<file path="src/rtl/rtc_pkg.sv">
// Shared types and constants for the RTC read sequencer and its phase timer.
package rtc_pkg;

  localparam int DATA_W = 8;
  localparam int IDX_W  = 6;

  typedef enum logic [2:0] {
    ST_IDLE,
    ST_ADDR_SETUP,
    ST_ADDR_STROBE,
    ST_ADDR_HOLD,
    ST_GAP,
    ST_DATA_STROBE,
    ST_DATA_HOLD,
    ST_WRITE
  } state_t;

  typedef struct packed {
    logic cs_n;
    logic rd_n;
    logic wr_n;
    logic a_d;
    logic ad_oe;
  } bus_ctrl_t;

  // Bus released: no strobes, data phase selected, AD not driven.
  localparam bus_ctrl_t BUS_IDLE = '{cs_n: 1'b1, rd_n: 1'b1, wr_n: 1'b1, a_d: 1'b1, ad_oe: 1'b0};

  // Phase counter width: ceil(log2(t_phase)), never below one bit.
  function automatic int phase_w(input int t_phase);
    return (t_phase <= 2) ? 1 : $clog2(t_phase);
  endfunction

endpackage

</file>
<file path="src/rtl/rtc_phase_timer.sv">
// Loadable down-counter; 'last' marks the final cycle of a bus phase.
module rtc_phase_timer
  import rtc_pkg::*;
#(
  parameter int T_PHASE = 8
) (
  input  logic clk,
  input  logic reset,
  input  logic load,
  output logic last
);

  localparam int CNT_W = phase_w(T_PHASE);
  localparam logic [CNT_W-1:0] LOAD_VAL = CNT_W'(T_PHASE - 1);

  logic [CNT_W-1:0] cnt;

  // Reload on state entry, then count down to the terminal count and park there.
  always_ff @(posedge clk) begin
    if (reset) begin
      cnt <= '0;
    end else if (load) begin
      cnt <= LOAD_VAL;
    end else if (cnt != '0) begin
      cnt <= cnt - 1'b1;
    end
  end

  assign last = (cnt == '0);

endmodule

</file>
<file path="src/rtl/rtc_read_sequencer.sv">
// Sweeps a block of RTC registers over the multiplexed AD bus and copies each
// byte into the output register bank.
//
// state          | meaning
// ---------------+-------------------------------------------------------
// ST_IDLE        | bus released, waiting for start
// ST_ADDR_SETUP  | address driven on AD, a_d low
// ST_ADDR_STROBE | address driven, cs_n and wr_n low (address latch)
// ST_ADDR_HOLD   | address still driven, strobes released
// ST_GAP         | AD released, turnaround before the read
// ST_DATA_STROBE | cs_n and rd_n low; ad_in captured on its last cycle
// ST_DATA_HOLD   | strobes released
// ST_WRITE       | one-cycle w_s to the bank, advance or finish
module rtc_read_sequencer
  import rtc_pkg::*;
#(
  parameter int          N_REGS    = 51,
  parameter logic [7:0]  BASE_ADDR = 8'h00,
  parameter int          T_PHASE   = 8
) (
  input  logic              clk,
  input  logic              reset,
  input  logic              start,
  input  logic [DATA_W-1:0] ad_in,
  output logic [DATA_W-1:0] ad_out,
  output logic              ad_oe,
  output logic              a_d,
  output logic              cs_n,
  output logic              rd_n,
  output logic              wr_n,
  output logic [DATA_W-1:0] entrada,
  output logic [IDX_W-1:0]  enable,
  output logic              w_s,
  output logic              busy,
  output logic              done
);

  localparam logic [IDX_W-1:0] LAST_IDX = IDX_W'(N_REGS - 1);

  state_t            state;
  state_t            state_nxt;
  logic [IDX_W-1:0]  idx;
  logic [DATA_W-1:0] data_q;
  logic [DATA_W-1:0] entrada_q;
  logic [IDX_W-1:0]  enable_q;
  logic              done_q;
  logic              phase_last;
  logic              phase_load;
  logic [DATA_W-1:0] rtc_addr;
  bus_ctrl_t         bus;

  // Address arithmetic wraps at 8 bits so a sweep may cross FFh -> 00h.
  assign rtc_addr = BASE_ADDR + {{(DATA_W - IDX_W){1'b0}}, idx};

  rtc_phase_timer #(
    .T_PHASE (T_PHASE)
  ) u_phase_timer (
    .clk   (clk),
    .reset (reset),
    .load  (phase_load),
    .last  (phase_last)
  );

  // State register.
  always_ff @(posedge clk) begin
    if (reset) begin
      state <= ST_IDLE;
    end else begin
      state <= state_nxt;
    end
  end

  // Next-state and bus decode; every state change reloads the phase timer.
  always_comb begin
    state_nxt = state;
    bus       = BUS_IDLE;
    ad_out    = '0;
    w_s       = 1'b0;
    case (state)
      ST_IDLE: begin
        if (start) state_nxt = ST_ADDR_SETUP;
      end
      ST_ADDR_SETUP: begin
        bus.a_d   = 1'b0;
        bus.ad_oe = 1'b1;
        ad_out    = rtc_addr;
        if (phase_last) state_nxt = ST_ADDR_STROBE;
      end
      ST_ADDR_STROBE: begin
        bus.a_d   = 1'b0;
        bus.ad_oe = 1'b1;
        bus.cs_n  = 1'b0;
        bus.wr_n  = 1'b0;
        ad_out    = rtc_addr;
        if (phase_last) state_nxt = ST_ADDR_HOLD;
      end
      ST_ADDR_HOLD: begin
        bus.a_d   = 1'b0;
        bus.ad_oe = 1'b1;
        ad_out    = rtc_addr;
        if (phase_last) state_nxt = ST_GAP;
      end
      ST_GAP: begin
        if (phase_last) state_nxt = ST_DATA_STROBE;
      end
      ST_DATA_STROBE: begin
        bus.cs_n = 1'b0;
        bus.rd_n = 1'b0;
        if (phase_last) state_nxt = ST_DATA_HOLD;
      end
      ST_DATA_HOLD: begin
        if (phase_last) state_nxt = ST_WRITE;
      end
      ST_WRITE: begin
        w_s       = 1'b1;
        state_nxt = (idx == LAST_IDX) ? ST_IDLE : ST_ADDR_SETUP;
      end
      default: begin
        state_nxt = ST_IDLE;
      end
    endcase
    phase_load = (state_nxt != state);
  end

  // Index, captured byte, bank write bundle and done pulse.
  always_ff @(posedge clk) begin
    if (reset) begin
      idx       <= '0;
      data_q    <= '0;
      entrada_q <= '0;
      enable_q  <= '0;
      done_q    <= 1'b0;
    end else begin
      done_q <= 1'b0;
      if (state == ST_IDLE && start) begin
        idx <= '0;
      end
      if (state == ST_DATA_STROBE && phase_last) begin
        data_q <= ad_in;
      end
      // Bank bundle changes only as WRITE begins, so it holds between writes.
      if (state == ST_DATA_HOLD && phase_last) begin
        entrada_q <= data_q;
        enable_q  <= idx;
      end
      if (state == ST_WRITE) begin
        if (idx == LAST_IDX) begin
          done_q <= 1'b1;
        end else begin
          idx <= idx + 1'b1;
        end
      end
    end
  end

  assign cs_n    = bus.cs_n;
  assign rd_n    = bus.rd_n;
  assign wr_n    = bus.wr_n;
  assign a_d     = bus.a_d;
  assign ad_oe   = bus.ad_oe;
  assign entrada = entrada_q;
  assign enable  = enable_q;
  assign busy    = (state != ST_IDLE);
  assign done    = done_q;

endmodule
</file>
<file path="config.mk">
export PLATFORM = sky130hd
export DESIGN_NAME = rtc_read_sequencer
export DESIGN_NICKNAME = d
export VERILOG_FILES = /design/src/rtl/rtc_pkg.sv /design/src/rtl/rtc_phase_timer.sv /design/src/rtl/rtc_read_sequencer.sv
export SDC_FILE = /design/constraint.sdc
export NUM_CORES = 1
export LEC_CHECK = 0
export ABC_CLOCK_PERIOD_IN_PS = 1930
export BUFFER_PORTS_ARGS = -buffer_cell sky130_fd_sc_hd__buf_2
export CORE_MARGIN = 1
export CORE_UTILIZATION = 40
export DETAILED_ROUTE_END_ITERATION = 6
export GPL_ROUTABILITY_DRIVEN = 0
export HOLD_SLACK_MARGIN = 0.05
export REMOVE_ABC_BUFFERS = 1
export SKIP_CTS_REPAIR_TIMING = 1
export SYNTH_ARGS = -nofsm -noshare
export SYNTH_HDL_FRONTEND = slang
export SYNTH_HIERARCHICAL = 1
export SYNTH_SLANG_ARGS = --single-unit
</file>
<file path="constraint.sdc">
create_clock -name clk -period 1.93 [get_ports clk]
set_input_delay 0.386 -clock clk [delete_from_list [all_inputs] [get_ports clk]]
set_output_delay 0.386 -clock clk [all_outputs]
set_load 0.005 [all_outputs]
</file>
---- Yosys cells after proc, flatten, opt, wreduce, memory -nomap -nowiden ----
Index checks and enable logic that the tools add are counted.
storage, ports and cells
  input port bits ......................... 11
  output and inout port bits .............. 30
  logic and storage cells ................. 51
  flip-flop bits (word level) ............. 35
cells by class
  reductions and logical operators ........ 11
  muxes and demuxes ....................... 21
  add/sub/neg operators ................... 2
  bitwise logic cells ..................... 1
  equal/unequal tests ..................... 9
operator list
  kind                 number
  $mux 3               9
  $mux 6               4
  $pmux 3 s8           1
  $eq 3x3->1 const B   4
  $add 6x1->6 const B  1
  $eq 3x2->1 const B   2
  $eq 6x6->1 const B   1
  $logic_not 3->1      2
  $mux 1               6
  $reduce_bool 3->1    2
  $reduce_or 2->1      2
  $eq 3x1->1 const B   1
  $logic_and 1x1->1    3
  $ne 3x3->1           1
  $reduce_or 3->1      1
  $sub 3x1->3 const B  1
  $mux 2               1
  $reduce_bool 2->1    1
  $not 1->1            1

---- Depth between registers and ports, before layout ----
  depth after elaboration ................. 5
  depth in mapped cells ................... 9
  gate-level depth less buffers ........... 8

---- By module ----
Netlist, hierarchy kept.
by module, submodules not included
  module              times used  cells an instance  seq. area each (µm²)  area an instance (µm²)
  rtc_read_sequencer  1           194                640.6                 1536.5
  rtc_phase_timer     1           18                 60.1                  168.9

---- Least setup slack after synthesis ----
OpenSTA, ideal clock, no wires.
  kind .................................... reg-to-reg
  from .................................... register u_phase_timer.cnt[0]
  to ...................................... register u_phase_timer.cnt[0]
  setup slack ............................. 0.313 ns
  arrival time ............................ 1.487 ns
  path buffers ............................ 1
  setup time .............................. 0.129 ns
  clock period less this slack ............ 1.617 ns
  cell stages (with the launch flop) ...... 10
  required time ........................... 1.801 ns
  path through ............................ dfxtp_1 > inv_1 > ha_1 > nand2b_1 > inv_1 > buf_2 > o21ai_0 > nand3_1 > nor4b_1 > a211oi_1
on the way
  cells in the longest elaborated chain, start to end .. 5
  elaborated cells between the ends (all ways) .. 14
  those cells by class .................... 1 x add/sub; 1 x eq/ne; 9 x mux; 3 x reduce/logical
RTL lines
  item                                         line                       RTL
  from (decl)                                  rtc_phase_timer.sv:16      logic [CNT_W-1:0] cnt;
  from (signal assigned)                       rtc_phase_timer.sv:25      cnt <= cnt - 1'b1;
  $logic_not 3->1 *                            rtc_phase_timer.sv:29      assign last = (cnt == '0);
  named net phase_last                         rtc_read_sequencer.sv:47   logic phase_last;
  $mux 3 (tied with other cells)               rtc_read_sequencer.sv:112  if (phase_last) state_nxt = ST_WRITE;
  $pmux 3 s8 *                                 rtc_read_sequencer.sv:79   case (state)
  $ne 3x3->1 *                                 rtc_read_sequencer.sv:122  phase_load = (state_nxt != state);
  named net phase_load                         rtc_read_sequencer.sv:48   logic phase_load;
  $mux 3 or $reduce_bool 2->1 (tied branches)  --
The timed path passes the listed nets; every way through them passes the cells marked *. The select of a mux whose other input is x is not followed.
A chain may end at the register's enable or synchronous reset.

---- Worst setup path after layout ----
  from .................................... register state[2]
  to ...................................... output cs_n
on the way
  cells in the longest elaborated chain, start to end .. 3
  elaborated cells between the ends (all ways) .. 4
  those cells by class .................... 2 x eq/ne; 1 x mux; 1 x reduce/logical
RTL lines
  item                                      line                      RTL
  from (decl)                               rtc_read_sequencer.sv:40  state_t state;
  from (signal assigned)                    rtc_read_sequencer.sv:69  state <= state_nxt;
  $eq 3x3->1 or $eq 3x2->1 (tied branches)  rtc_read_sequencer.sv:79
  $reduce_or 2->1 (no source line) *        --
  $mux 1 *                                  rtc_read_sequencer.sv:79
  to (decl)                                 rtc_read_sequencer.sv:28  output logic cs_n,
Mark *: on every way between the ends. The rest lies on a longest branch, timed or not.

==> results.md <==
- Outcome: finished, final reports clean
- Max-cap violations: 0
- Top_reg_cell synth: dfxtp_1
- Root Buffer: clkbuf_8
- Vias in the first global route: 1240
- Setup crit end kind: primary output
- Flop-to-flop setup slack: 250 ps
- Cts bufs inserted: 5
- Setup violations, final: 0
- DR iter-0 viols: 56
- Clock Path Buffers: 2
- Nets: 262
- Fin area: 2024 um^2
- Area Growth Syn to Fin: 18.71%
- H-tree depth: 2
- Die Area: 4529 um^2
- Synth top cells by count: nand2_1, dfxtp_1, a21oi_1, inv_1
- Max Slew Vio Count: 0
- Achievable clock frequency: 545.1 MHz
- Setup ws final: 95.57 ps
- Hpwl dp: 2453 um
- Hold depth: 3
- Final period util: 0.9505
- Filler instances: 411
- Pwr Density: 880.1 nW/um^2
- Shortest period the worst path allows: 1834 ps
- Wire per inst: 11.59 um
- Tot GR Track Use: 0.1681
- Worst EP required: 1540 ps
- Share of layout cells above drive strength 1: 0.2540
- FF-to-FF End: u_phase_timer/cnt[1]
- Vias: 1478
- Synthesized area per cell: 8.044 um^2
- Min-Delay Endpoint: data_q[6]
- Placed cell areas: 1908 um^2
- Grt ovf: 0
- Worst-path fanout max: 13
- Top cells by area, synth: dfxtp_1, nand2_1, a21oi_1, ha_1, and2_1
- Register bit total from synthesis: 35
- Starting Density: 0.4203
- Yosys top cell by area: dfxtp_1
- Inserted Diodes: 0
- Mapped Area: 1705 um^2
- Worst Hold Class: primary input to register
- Synth top area share: 0.4109
- Final hold viol count: 0
- CTS tree: done
- Ys async rst share: 0
- Yosys cell types: 43
- Maximum vdd drop: 0.3921 mV
- Leakage: 0.0008189 uW
- Clk slew on worst S/H paths: 80 ps
- Remaining DRCs: 0
- Reg2reg start: u_phase_timer/cnt[0]
- Die W: 67.30 um
- Yosys warns: 6
- CP startpoint kind: register
- Worst Clk Skew: 6.589 ps
- Clk_lat worst skew: 280 ps
- Ports: 41
- Core area: 4058 um^2
- Routed Antenna Nets: 0
- Post-Route WL: 3454 um
- Worst slack, placed: 188.6 ps
- Slowest CP cell: dfxtp_1
- Port-buffer cells: 38
- RSZ-0062 raised after global routing: false
- Count leader, synth: nand2_1
- Drt pass-1 iters: 4
- Chip height: 67.30 um
- Vias per cell: 4.960
- Min-delay src: ad_in[6]
- Critical path origin: state[2]
- Hold Worst Slack: 333.6 ps
- Row count: 23
- First-pass GRT wire length: 5678 um
- Largest net degree at the start of global routing: 21
- CP arrival: 1450 ps
- CP Class: register to primary output
- CP top delay family: flip-flops
- Reg2Reg Depth: 8
- CP max stage delay: 550 ps
- Antenna violations before repair: 0
- Clock sinks: 35
- CP Cell Sequence: buf_4 -> nand3b_1 -> and2_1 -> buf_2
- CP Buf/Inv Count: 2
- Number of synthesized flops with an enable pin: 0
- Sequential area share after synthesis: 0.4109
- Post-Syn Instances: 212
## worst max-delay path by stage
stage                           endpoint  slack (ps)  depth (start not counted)
floorplan           u_phase_timer/cnt[0]         380                          8
global placement    u_phase_timer/cnt[0]         240                          8
detailed placement  u_phase_timer/cnt[1]         190                          8
CTS                            ad_out[1]         -20                          4
global route                        cs_n          20                          4
finish                              cs_n         100                          4
## logic make-up (layout without fill, tap and decap cells)
family                     count (synthesis)  in the layout  share of synthesized area
and+or+nand+nor                          101            101                     0.3177
AOI/OAI and AO/OA                         43             43                     0.1460
DFF                                       35             35                     0.4109
buffers and inverters                     25             60                    0.07557
adders and majority gates                  4              4                    0.02935
muxes                                      3              3                    0.01834
other                                      1              2                   0.002199
## cells in the final DEF, fill, tap and decap left out, types with 2 or more instances in the layout
cell and instances:
clkbuf_8 5, nand3_1 3, nor2_1 5, nor4b_1 2, nand4b_1 2, and2_1 7, dfxtp_1 34, or2_2 2
nand2_1 51, ha_1 4, conb_1 2, nand3b_1 4, nor3_1 6, and4b_1 2, a21oi_1 29, inv_1 7
or3_1 2, nand4_1 2, nor2b_1 3, o21ai_0 5, buf_2 38, mux2i_1 2, buf_4 6
## metal layers
layer / up-vias / wire length (um) / track usage
met5: - / 0 / 0
met4: 0 / 63 / 0.07979
met1: 649 / 1668 / 0.2211
met3: 8 / 123 / 0.03547
li1: 791 / - / -
met2: 30 / 1597 / 0.2600
## registers in the layout, summed over array words and instances (netlist names)
register           flops
data_q                 8
done                   1
enable                 6
entrada                8
idx                    6
state                  3
u_phase_timer/cnt      3
## worst register-to-register path: stages (launching register included)
cell      delay [ps]
dfxtp_1          350
inv_1             70
ha_1             220
nand2b_1         130
inv_2            100
o21ai_0          170
nand3_1          160
nor4b_1          280
a311oi_1          80
## through the flow
| step | setup TNS [ps] | std cells | power [uW] | util |
|---|---|---|---|---|
| floorplan | 0 | 196 | 1025 | - |
| global placement | 0 | 290 | 1138 | 0.4702 |
| detailed placement | 0 | 290 | 1138 | 0.4702 |
| CTS | -47.23 | 298 | 1793 | 0.4980 |
| global route | 0 | 298 | 1893 | 0.4989 |
| finish | 0 | 298 | 1782 | 0.4989 |
## cell type report
cell class | count | area (um^2) | area share
clock buffer | 5 | 68.82 | 0.03399
clock inverter | 3 | 43.79 | 0.02163
inverter | 8 | 30.03 | 0.01483
multi-input combinational | 153 | 882.1 | 0.4357
sequential | 35 | 701.9 | 0.3467
tap | 50 | 62.56 | 0.03090
timing repair buffer | 44 | 235.2 | 0.1162
## report_power, final
part           internal (uW)  leakage, uW  switching, uW
logic                    145     0.000477            184
clock network            384    0.0000581            270
registers                756     0.000284           42.6
total                   1280     0.000819            497
Power figures use the tool's default switching activity.
